$ cat config.mk
export PLATFORM = sky130hd
export DESIGN_NAME = cache_line_writer
export DESIGN_NICKNAME = d
export VERILOG_FILES = /design/src/rtl/cache_pkg.sv /design/src/rtl/line_word_counter.sv /design/src/rtl/cache_line_writer.sv
export SDC_FILE = /design/constraint.sdc
export NUM_CORES = 1
export LEC_CHECK = 0
export ABC_CLOCK_PERIOD_IN_PS = 12150
export BUFFER_PORTS_ARGS = -buffer_cell sky130_fd_sc_hd__buf_2
export CAP_MARGIN = 0
export CORE_MARGIN = 4
export CORE_UTILIZATION = 40
export CTS_BUF_LIST = sky130_fd_sc_hd__clkbuf_2
export DETAILED_ROUTE_END_ITERATION = 10
export GPL_ROUTABILITY_DRIVEN = 0
export GPL_TIMING_DRIVEN = 0
export PLACE_DENSITY_LB_ADDON = 0.08
export SLEW_MARGIN = 5
export SYNTH_ARGS = -nofsm -noshare
export SYNTH_HDL_FRONTEND = slang
export SYNTH_SLANG_ARGS = --single-unit
$ cat constraint.sdc
create_clock -name clk -period 12.15 [get_ports clk]
set_input_delay 2.43 -clock clk [delete_from_list [all_inputs] [get_ports clk]]
set_output_delay 2.43 -clock clk [all_outputs]
set_load 0.01 [all_outputs]
$ cat src/rtl/cache_pkg.sv
// Shared cache constants, state encoding and address helper.
// Latency: none (declarations only).
// Backpressure: not applicable.
`timescale 1ns/1ps
package cache_pkg;

  localparam int WORD_SIZE      = 32;
  localparam int WORDS_PER_LINE = 8;
  localparam int LINE_BITS      = $clog2(WORDS_PER_LINE);
  localparam int BYTE_BITS      = 2;

  // Clears the word-index and byte-offset bits, leaving the line base address.
  localparam logic [31:0] LINE_ADDR_MASK = 32'hFFFF_FFFF << (LINE_BITS + BYTE_BITS);

  typedef enum logic [1:0] {
    IDLE  = 2'd0,
    WRITE = 2'd1,
    DONE  = 2'd2
  } clw_state_t;

  // Byte address of word idx within the line at base; base is line aligned,
  // so the offset never carries into the line-address bits.
  function automatic logic [31:0] word_addr(input logic [31:0]          base,
                                            input logic [LINE_BITS-1:0] idx);
    return base + (32'(idx) << BYTE_BITS);
  endfunction

endpackage

$ cat src/rtl/line_word_counter.sv
// Word index within a cache line, shared by the fill and write-back paths.
// Latency: count updates on the edge after clear/advance.
// Backpressure: advances only when the owner says so; wraps after the last word.
`timescale 1ns/1ps
module line_word_counter
  import cache_pkg::*;
(
  input  logic                 clk,
  input  logic                 clr,
  input  logic                 clear,
  input  logic                 advance,
  output logic [LINE_BITS-1:0] count,
  output logic                 last
);

  assign last = (count == LINE_BITS'(WORDS_PER_LINE - 1));

  // Clear wins over advance; advancing past the last word wraps to zero.
  always_ff @(posedge clk) begin
    if (clr || clear) begin
      count <= '0;
    end else if (advance) begin
      count <= last ? '0 : count + LINE_BITS'(1);
    end
  end

endmodule

$ cat src/rtl/cache_line_writer.sv
// Serializes one captured dirty cache line into per-word memory writes; optional
// per-word dirty mask when CLW_DIRTY_MASK_EN is defined. Latency: word 0 the cycle
// after start, done one cycle after the last word. Backpressure: each word holds until mem_ready_i.
`timescale 1ns/1ps
module cache_line_writer
  import cache_pkg::*;
(
  input  logic                                clk,
  input  logic                                clr,
  input  logic                                start,
  input  logic [31:0]                         line_addr_i,
  input  logic [WORDS_PER_LINE*WORD_SIZE-1:0] line_i,
`ifdef CLW_DIRTY_MASK_EN
  input  logic [WORDS_PER_LINE-1:0]           dirty_i,
`endif
  input  logic                                mem_ready_i,
  output logic                                mem_we_o,
  output logic [31:0]                         mem_addr_o,
  output logic [31:0]                         mem_data_o,
  output logic                                busy,
  output logic                                done
);

  clw_state_t                state;
  logic [WORD_SIZE-1:0]      line_buf [WORDS_PER_LINE];
  logic [31:0]               base;
  logic [WORDS_PER_LINE-1:0] mask;
  logic [WORDS_PER_LINE-1:0] start_mask;
  logic [LINE_BITS-1:0]      count;
  logic [LINE_BITS-1:0]      next_idx;
  logic                      last;
  logic                      clear;
  logic                      skip;
  logic                      advance;

`ifdef CLW_DIRTY_MASK_EN
  assign start_mask = dirty_i;
`else
  // Without the mask feature every word is treated as dirty.
  assign start_mask = '1;
  assign mask       = '1;
`endif

  // Clean words pass in one cycle without a handshake; dirty words wait for ready.
  assign skip     = (state == WRITE) && !mask[count];
  assign advance  = (mem_we_o && mem_ready_i) || skip;
  assign clear    = (state != WRITE);
  assign next_idx = count + LINE_BITS'(1);

  line_word_counter u_counter (
    .clk     (clk),
    .clr     (clr),
    .clear   (clear),
    .advance (advance),
    .count   (count),
    .last    (last)
  );

  // Control FSM; memory-side outputs are registered and preloaded with the next word.
  always_ff @(posedge clk) begin
    if (clr) begin
      state      <= IDLE;
      mem_we_o   <= 1'b0;
      mem_addr_o <= '0;
      mem_data_o <= '0;
      busy       <= 1'b0;
      done       <= 1'b0;
    end else begin
      case (state)
        IDLE: begin
          done <= 1'b0;
          if (start) begin
            for (int k = 0; k < WORDS_PER_LINE; k++) begin
              line_buf[k] <= line_i[k*WORD_SIZE +: WORD_SIZE];
            end
            base <= line_addr_i & LINE_ADDR_MASK;
`ifdef CLW_DIRTY_MASK_EN
            mask <= dirty_i;
`endif
            busy <= 1'b1;
            if (start_mask == '0) begin
              // Nothing dirty: report completion without touching memory.
              state <= DONE;
              done  <= 1'b1;
            end else begin
              state      <= WRITE;
              mem_we_o   <= start_mask[0];
              mem_addr_o <= line_addr_i & LINE_ADDR_MASK;
              mem_data_o <= line_i[WORD_SIZE-1:0];
            end
          end
        end
        WRITE: begin
          if (advance) begin
            if (last) begin
              state      <= DONE;
              done       <= 1'b1;
              mem_we_o   <= 1'b0;
              mem_addr_o <= '0;
              mem_data_o <= '0;
            end else begin
              mem_we_o   <= mask[next_idx];
              mem_addr_o <= word_addr(base, next_idx);
              mem_data_o <= line_buf[next_idx];
            end
          end
        end
        DONE: begin
          state <= IDLE;
          done  <= 1'b0;
          busy  <= 1'b0;
        end
        default: begin
          state <= IDLE;
        end
      endcase
    end
  end

endmodule

==> flow_summary.toml, run 1 <==
[logic_synthesis]
synth_largest_area_cell = "sky130_fd_sc_hd__edfxtp_1"
yosysUniqueCellTypes = 36
seq_area_frac_synth_pct = 72.3
synth-edff-count = 283
adder_cell_area_share_of_the_yosys_netlist_pct = 0.274
synth-async-reset-ratio_pct = 0
synth-simple-area-share_pct = 4.59
ys_dominant_reg_cell = "sky130_fd_sc_hd__edfxtp_1"
syn_area_sq_mm = 0.0137
share_of_the_synthesized_area_in_compound_gates_ao_oa_aoi_oai_pct = 7.47
synth_top_family_by_area = "multiplexers"
yosys_register_bits = 353
synthXorXnorAreaFrac_pct = 0
yosys_warnings = 0
postSynthAreaPerCell_sq_um = 17.6
netlist_instances = 780
synth_area_leaders = "sky130_fd_sc_hd__edfxtp_1 62%, sky130_fd_sc_hd__mux4_2 11%, sky130_fd_sc_hd__dfxtp_1 10%"
synth.mux.area_fraction_pct = 12.9
netlist.area_leader.share_pct = 62.1

[critical_path]
reg2reg_to = "line_buf[6][4]"
cp_top_family = "buffers and inverters"
crit_chain = "clkbuf_1 -> inv_2 -> and3_4 -> buf_12 -> buf_16 -> buf_16"
reg2reg_depth = 6
data_arrival_time_of_the_critical_path_ns = 4.48
critical_path_required_ns = 12.72
r2r-start = "state[0]"
crit_fanout = 65
critPathMaxStageDelay_ns = 0.51
reg2reg_slack_ns = 9.45
crit_start = "clr"
path_common_cell = "sky130_fd_sc_hd__buf_16"
timing.critical_path.to_type = "register"
worstSetupStartpointType = "primary input"
critPathCapture = "line_buf[6][4]"
worst-path-buf-inv = 5
setup.worst_path.class = "primary input to register"
critical_path.slowest_cell = "sky130_fd_sc_hd__and3_4"
cp.depth = 6

[power_and_ir_drop]
comb_power_share_pct = 10.3
swShare_pct = 25.6
peakVddDrop_mv = 0.100
power_density_mw_per_mm2 = 145
p_int_uw = 1840
static_leak_uw = 0.00650
netSwitchingPower_uw = 630
clk_pwr_share_pct = 32.9
seq_power_share_pct = 56.8

[die]
start_util_pct = 40.7
top_level_ports = 359
die-area_sq_mm = 0.0373
die_x_um = 193
core.rowCount = 67
placeableCoreArea_sq_mm = 0.0336
die_height_um = 193

[routing]
number_of_antenna_violating_nets_in_the_routed_design = 0
drt-total-wl_mm = 36.8
drt_pre_antenna_iters = 4
detailedRoute.firstIterationViolations = 491
post_drt_wl_per_cell_um = 20.9
post-route-drc-count = 0
routed-via-count = 8804
routed_via_density = 5.01

[finish]
drive_gt1_share_pct = 46.7
design.final.nets = 1526
area_growth_syn_to_layout_pct = 24.1

[placement]
dp_hpwl_mm = 25.6
port_buffers = 350

[grt]
first_global_vias = 9343
global_route_wire_length_before_repair_mm = 53.7
total_congestion_overflow = 0
groute.usage.overall_pct = 19.2
antenna_found_initial = 16
largest_net_degree_at_the_start_of_global_routing = 68

[cts]
path_clk_slew_ns = 0.09
clock_tree_from_tritoncts = "built"
cts_repair_resizes = 0
clock_tree.buffer_depth = 3
postCtsSetupBuffers = 0
cts_hold_buf = 0
clock_root_cell = "sky130_fd_sc_hd__clkbuf_2"
cts_max_level = 3
worst_skew_pair.late_latency_ns = 0.93
clock-sinks = 353
number_of_clock_buffers_inserted_by_tritoncts = 93

[timing]
max_slew.worst_pin.slew_ns = 1.01
finalMaxSlewViolations = 0
slew-limit-headroom_pct = 32.4
period_needed_ns = 3.91
rsz0062_at_grt = "no"
skew_ns = 0.0339
worst_hold_margin_ns = 0.481
final_hold_viol_count = 0
report.final.setup_viol = 0
fin_crit_sh_pct = 32.2
max_clock_freq_mhz = 255
setup-tns-final_ns = 0

[flow_run]
maxCapViolations = 0

[status]
status = "finished clean"

[worst_hold_path]
timing.hold.worst.class = "register to register"
==> registers in the layout, indices dropped and copies added (netlist names) <==
| signal | flops |
|---|---|
| line_buf | 256 |
| mem_data_o | 32 |
| mem_addr_o | 30 |
| base | 27 |
| u_counter.count | 3 |
| state | 2 |
| busy | 1 |
| done | 1 |
| mem_we_o | 1 |
==> logic make-up after synthesis <==
family / after synthesis
flip-flops: 353
AO/OA/AOI/OAI: 152
AND/OR/NAND/NOR: 110
multiplexers: 97
buffers and inverters: 64
adder cells (fa/ha/maj): 3
other: 1
==> cell type report <==
class	instances	area, sq um
clock buffers	149	746
flip-flops and latches	353	9900
multi-input cells	364	3470
inverters	2	7.51
clock inverters	16	87.6
well taps	448	561
fillers	3027	16600
diodes	8	20.0
plain buffers	62	323
repair buffers	355	1870
==> cell usage in the layout (no fill, tap or decap), types with 3 or more instances in the layout <==
| master | Yosys | final |
|---|---|---|
| sky130_fd_sc_hd__a211oi_1 | 27 | 27 |
| sky130_fd_sc_hd__a21oi_1 | 59 | 59 |
| sky130_fd_sc_hd__a221o_1 | 5 | 5 |
| sky130_fd_sc_hd__a2bb2oi_1 | 27 | 27 |
| sky130_fd_sc_hd__buf_1 | 4 | 4 |
| sky130_fd_sc_hd__buf_16 | 0 | 3 |
| sky130_fd_sc_hd__buf_2 | 17 | 367 |
| sky130_fd_sc_hd__buf_4 | 6 | 6 |
| sky130_fd_sc_hd__buf_6 | 6 | 6 |
| sky130_fd_sc_hd__clkbuf_1 | 29 | 28 |
| sky130_fd_sc_hd__clkbuf_2 | 0 | 150 |
| sky130_fd_sc_hd__clkinv_1 | 0 | 11 |
| sky130_fd_sc_hd__dfxtp_1 | 70 | 70 |
| sky130_fd_sc_hd__diode_2 | 0 | 8 |
| sky130_fd_sc_hd__edfxtp_1 | 283 | 283 |
| sky130_fd_sc_hd__ha_1 | 3 | 3 |
| sky130_fd_sc_hd__inv_2 | 1 | 4 |
| sky130_fd_sc_hd__mux2i_1 | 33 | 33 |
| sky130_fd_sc_hd__mux4_2 | 64 | 64 |
| sky130_fd_sc_hd__nand2b_1 | 4 | 4 |
| sky130_fd_sc_hd__nor2_1 | 35 | 35 |
| sky130_fd_sc_hd__nor2b_1 | 29 | 29 |
| sky130_fd_sc_hd__nor3_1 | 5 | 5 |
| sky130_fd_sc_hd__nor3b_1 | 28 | 28 |
| sky130_fd_sc_hd__o22ai_1 | 27 | 27 |
==> worst min-delay path by stage <==
stage | start | end | slack [ns] | cells past startpoint
3_5_place_dp | mem_addr_o[3] | mem_addr_o[3] | 0.47 | 2
2_1_floorplan | mem_addr_o[2] | mem_addr_o[2] | 0.49 | 2
5_1_grt | mem_addr_o[3] | mem_addr_o[3] | 0.52 | 2
4_1_cts | mem_addr_o[3] | mem_addr_o[3] | 0.48 | 2
6_report | mem_addr_o[3] | mem_addr_o[3] | 0.48 | 2
3_3_place_gp | mem_addr_o[4] | mem_addr_o[4] | 0.45 | 2
==> tightest hold or removal path: stages (launching register included) <==
cell	delay [ns]
sky130_fd_sc_hd__dfxtp_1	0.32
sky130_fd_sc_hd__nand2b_1	0.07
sky130_fd_sc_hd__a21oi_1	0.05
==> per-stage QoR <==
stage	instances	utilization [%]	cell area, sq um	worst slack (ns)	power [uW]
global route	1756	50.5	17000	8.06	2600
floorplan	781	-	13700	2.89	1570
finish	1757	50.5	17000	8.24	2470
global placement	1579	47.6	16000	0.0157	1690
CTS	1749	50.5	17000	8.08	2510
detailed placement	1584	48.0	16100	7.25	1690
==> synth_stat cells, types with 2 or more instances <==
cell type                   number
sky130_fd_sc_hd__mux2i_1        33
sky130_fd_sc_hd__nor3b_1        28
sky130_fd_sc_hd__nand3_1         2
sky130_fd_sc_hd__o22ai_1        27
sky130_fd_sc_hd__buf_6           6
sky130_fd_sc_hd__mux4_2         64
sky130_fd_sc_hd__buf_2          17
sky130_fd_sc_hd__and3_1          3
sky130_fd_sc_hd__a21oi_1        59
sky130_fd_sc_hd__a221o_1         5
sky130_fd_sc_hd__nor2_1         35
sky130_fd_sc_hd__ha_1            3
sky130_fd_sc_hd__dfxtp_1        70
sky130_fd_sc_hd__edfxtp_1      283
sky130_fd_sc_hd__nand2b_1        4
sky130_fd_sc_hd__nor2b_1        29
sky130_fd_sc_hd__a211oi_1       27
sky130_fd_sc_hd__nor3_1          5
sky130_fd_sc_hd__a2bb2oi_1      27
sky130_fd_sc_hd__buf_4           6
sky130_fd_sc_hd__buf_1           4
sky130_fd_sc_hd__clkbuf_1       29
==> power groups by stage <==
stage / sequential [uW] / combinational (uW) / clock [uW]
3_5_place_dp: 1430 / 259 / 0
3_3_place_gp: 1440 / 249 / 0
5_1_grt: 1410 / 281 / 915
6_report: 1400 / 255 / 811
4_1_cts: 1400 / 259 / 855
2_1_floorplan: 1450 / 126 / 0
==> routing by layer <==
| metal | track usage (%) | part of all wire, % | vias up | wire [um] |
|---|---|---|---|---|
| met2 | 31.7 | 49 | 320 | 18200 |
| met5 | 0 | 0.24 | - | 89 |
| li1 | - | - | 4109 | - |
| met4 | 6.37 | 2.0 | 16 | 733 |
| met3 | 7.51 | 8.5 | 72 | 3110 |
| met1 | 23.4 | 40 | 4287 | 14700 |
No activity file was read; power rests on OpenSTA's default activity.
==> inputs of run 2 (changes only) <==
--- a/config.mk
+++ b/config.mk
@@ -5,7 +5,7 @@
 export SDC_FILE = /design/constraint.sdc
 export NUM_CORES = 1
 export LEC_CHECK = 0
-export ABC_CLOCK_PERIOD_IN_PS = 12150
+export ABC_CLOCK_PERIOD_IN_PS = 3400
 export BUFFER_PORTS_ARGS = -buffer_cell sky130_fd_sc_hd__buf_2
 export CAP_MARGIN = 0
 export CORE_MARGIN = 4
==> constraint.sdc (replaced) <==
create_clock -name clk -period 3.4 [get_ports clk]
set_input_delay 0.68 -clock clk [delete_from_list [all_inputs] [get_ports clk]]
set_output_delay 0.68 -clock clk [all_outputs]
set_load 0.01 [all_outputs]
==> run 2 against run 1 <==
Effect of this change:
- core utilization grew 8.6 points
- first-iteration DRC count increased by 10%
- register-to-register slack worse by 8.8 ns
- worst hold slack worse by 0.16 ns
- clock-buffer cell count grew 4
- sequential power grew to 3.6 times the previous value
- critical path depth unchanged
==> flow_summary.toml, run 2 (synthesis results as in run 1) <==
[status]
status = "finished clean"

[power_and_ir_drop]
comb_power_share_pct = 12.8
swShare_pct = 25.9
static_leak_uw = 0.00771
power_density_mw_per_mm2 = 467
clk_pwr_share_pct = 33.3
seq_power_share_pct = 54.0
p_int_uw = 6880
netSwitchingPower_uw = 2400
totalPowerFinal_uw = 9280
peakVddDrop_mv = 0.319

[critical_path]
r2r-start = "state[0]"
critPathMaxStageDelay_ns = 0.51
crit_chain = "buf_2 -> nor2b_1 -> and3_4 -> buf_16 -> buf_16 -> buf_16"
worstSetupStartpointType = "register"
setup.worst_path.class = "register to register"
crit_start = "state[0]"
critical_path.slowest_cell = "sky130_fd_sc_hd__and3_4"
cp.depth = 6
data_arrival_time_of_the_critical_path_ns = 3.28
worst-path-buf-inv = 4
crit_fanout = 67
critical_path_required_ns = 3.97
path_common_cell = "sky130_fd_sc_hd__buf_16"
reg2reg_depth = 6
reg2reg_slack_ns = 0.70
timing.critical_path.to_type = "register"
cp_top_family = "buffers and inverters"

[grt]
groute.usage.overall_pct = 21.3
first_global_vias = 10900
largest_net_degree_at_the_start_of_global_routing = 68
total_congestion_overflow = 0
antenna_found_initial = 8
global_route_wire_length_before_repair_mm = 60.6

[timing]
report.final.setup_viol = 0
period_needed_ns = 2.70
skew_ns = 0.0673
finalMaxSlewViolations = 0
slew-limit-headroom_pct = 33.7
rsz0062_at_grt = "no"
fin_crit_sh_pct = 79.5
max_slew.worst_pin.slew_ns = 0.994
max_clock_freq_mhz = 370
final_hold_viol_count = 0

[cts]
path_clk_slew_ns = 0.08
cts_max_level = 3
clock-sinks = 353
clock_tree_from_tritoncts = "built"
worst_skew_pair.late_latency_ns = 0.99
postCtsSetupBuffers = 0
clock_root_cell = "sky130_fd_sc_hd__clkbuf_2"
cts_repair_resizes = 0
number_of_clock_buffers_inserted_by_tritoncts = 93
clock_tree.buffer_depth = 3

[die]
die_height_um = 193
placeableCoreArea_sq_mm = 0.0336
die_x_um = 193
die-area_sq_mm = 0.0373
start_util_pct = 40.7
top_level_ports = 359
core.rowCount = 67

[finish]
final_area_sq_mm = 0.0199
area_growth_syn_to_layout_pct = 45.2
largest_register_by_flop_count = "line_buf"
drive_gt1_share_pct = 38.6
design.final.nets = 1810
largestRegisters = "line_buf x256, mem_data_o x32, mem_addr_o x30"
largest_register_ff_count = 256
mostFrequentLayoutCells = "367 x sky130_fd_sc_hd__buf_2, 284 x sky130_fd_sc_hd__dlygate4sd3_1, 283 x sky130_fd_sc_hd__edfxtp_1"
layout.cells.most_common = "sky130_fd_sc_hd__buf_2"

[routing]
number_of_antenna_violating_nets_in_the_routed_design = 0
detailedRoute.firstIterationViolations = 542
drt_pre_antenna_iters = 7
post-route-drc-count = 0
drt-total-wl_mm = 40.2
routed_via_density = 4.84
post_drt_wl_per_cell_um = 19.7
routed-via-count = 9896

[worst_hold_path]
timing.hold.worst.class = "primary input to register"
min_delay_path_depth = 3
hp-start = "start"

[placement]
port_buffers = 350
postPlaceCellArea_sq_mm = 0.0161
dp_hpwl_mm = 25.6

[flow_run]
maxCapViolations = 0
==> run 2: final timing paths <==
path	end
worst max-delay path	line_buf[1][27]
worst min-delay path	busy
worst max register to register	line_buf[1][27]
worst min register to register	mem_addr_o[3]
==> run 2: timing repair <==
item / in CTS / in global routing
hold endpoints to repair: 306 / 0
setup endpoints to repair: 0 / 0
hold buffers: 284 / 0
==> run 2: through the flow <==
stage	hold slack, ns	util (%)	TNS, ns	cells	setup slack (ns)
5_1_grt	0.215	59.2	0	2043	0.524
4_1_cts	0.202	59.1	0	2035	0.650
3_5_place_dp	0.463	48.0	0	1584	0.304
3_3_place_gp	0.453	47.6	-238.15	1579	-0.944
6_report	0.318	59.2	0	2043	0.696
2_1_floorplan	0.489	-	0	781	0.0959
==> run 2: per-layer routing <==
layer  part of all wire [%]  up-vias  track usage, %  routed length (um)
li1                       -     4673               -                   -
met4                    2.2        2            6.84                 874
met2                     50      340            36.0               20100
met1                     41     4816            26.5               16400
met3                    7.0       65            6.61                2790
met5                  0.017        -               0                   7
==> run 2: layout make-up <==
cell class / instances / area (sq um)
diodes: 8 / 20.0
clock inverters: 14 / 114
flip-flops and latches: 353 / 9900
fillers: 2704 / 13700
plain buffers: 62 / 323
clock buffers: 153 / 766
inverters: 2 / 7.51
multi-input cells: 364 / 3470
well taps: 448 / 561
repair buffers: 639 / 4720
==> run 2: worst reg2reg max path: stages (launching register included) <==
cell and delay, ns:
sky130_fd_sc_hd__dfxtp_1 0.30, sky130_fd_sc_hd__buf_2 0.21, sky130_fd_sc_hd__nor2b_1 0.32, sky130_fd_sc_hd__and3_4 0.51, sky130_fd_sc_hd__buf_16 0.31, sky130_fd_sc_hd__buf_16 0.29, sky130_fd_sc_hd__buf_16 0.35
==> run 2: power groups by stage <==
| stage | Combinational, uW | Sequential [uW] | Clock, uW |
|---|---|---|---|
| after floorplan | 451 | 5130 | 0 |
| after global placement | 894 | 5110 | 0 |
| after detailed placement | 925 | 5100 | 0 |
| after CTS | 1190 | 5010 | 3180 |
| after global routing | 1290 | 5030 | 3460 |
| final | 1190 | 5010 | 3090 |
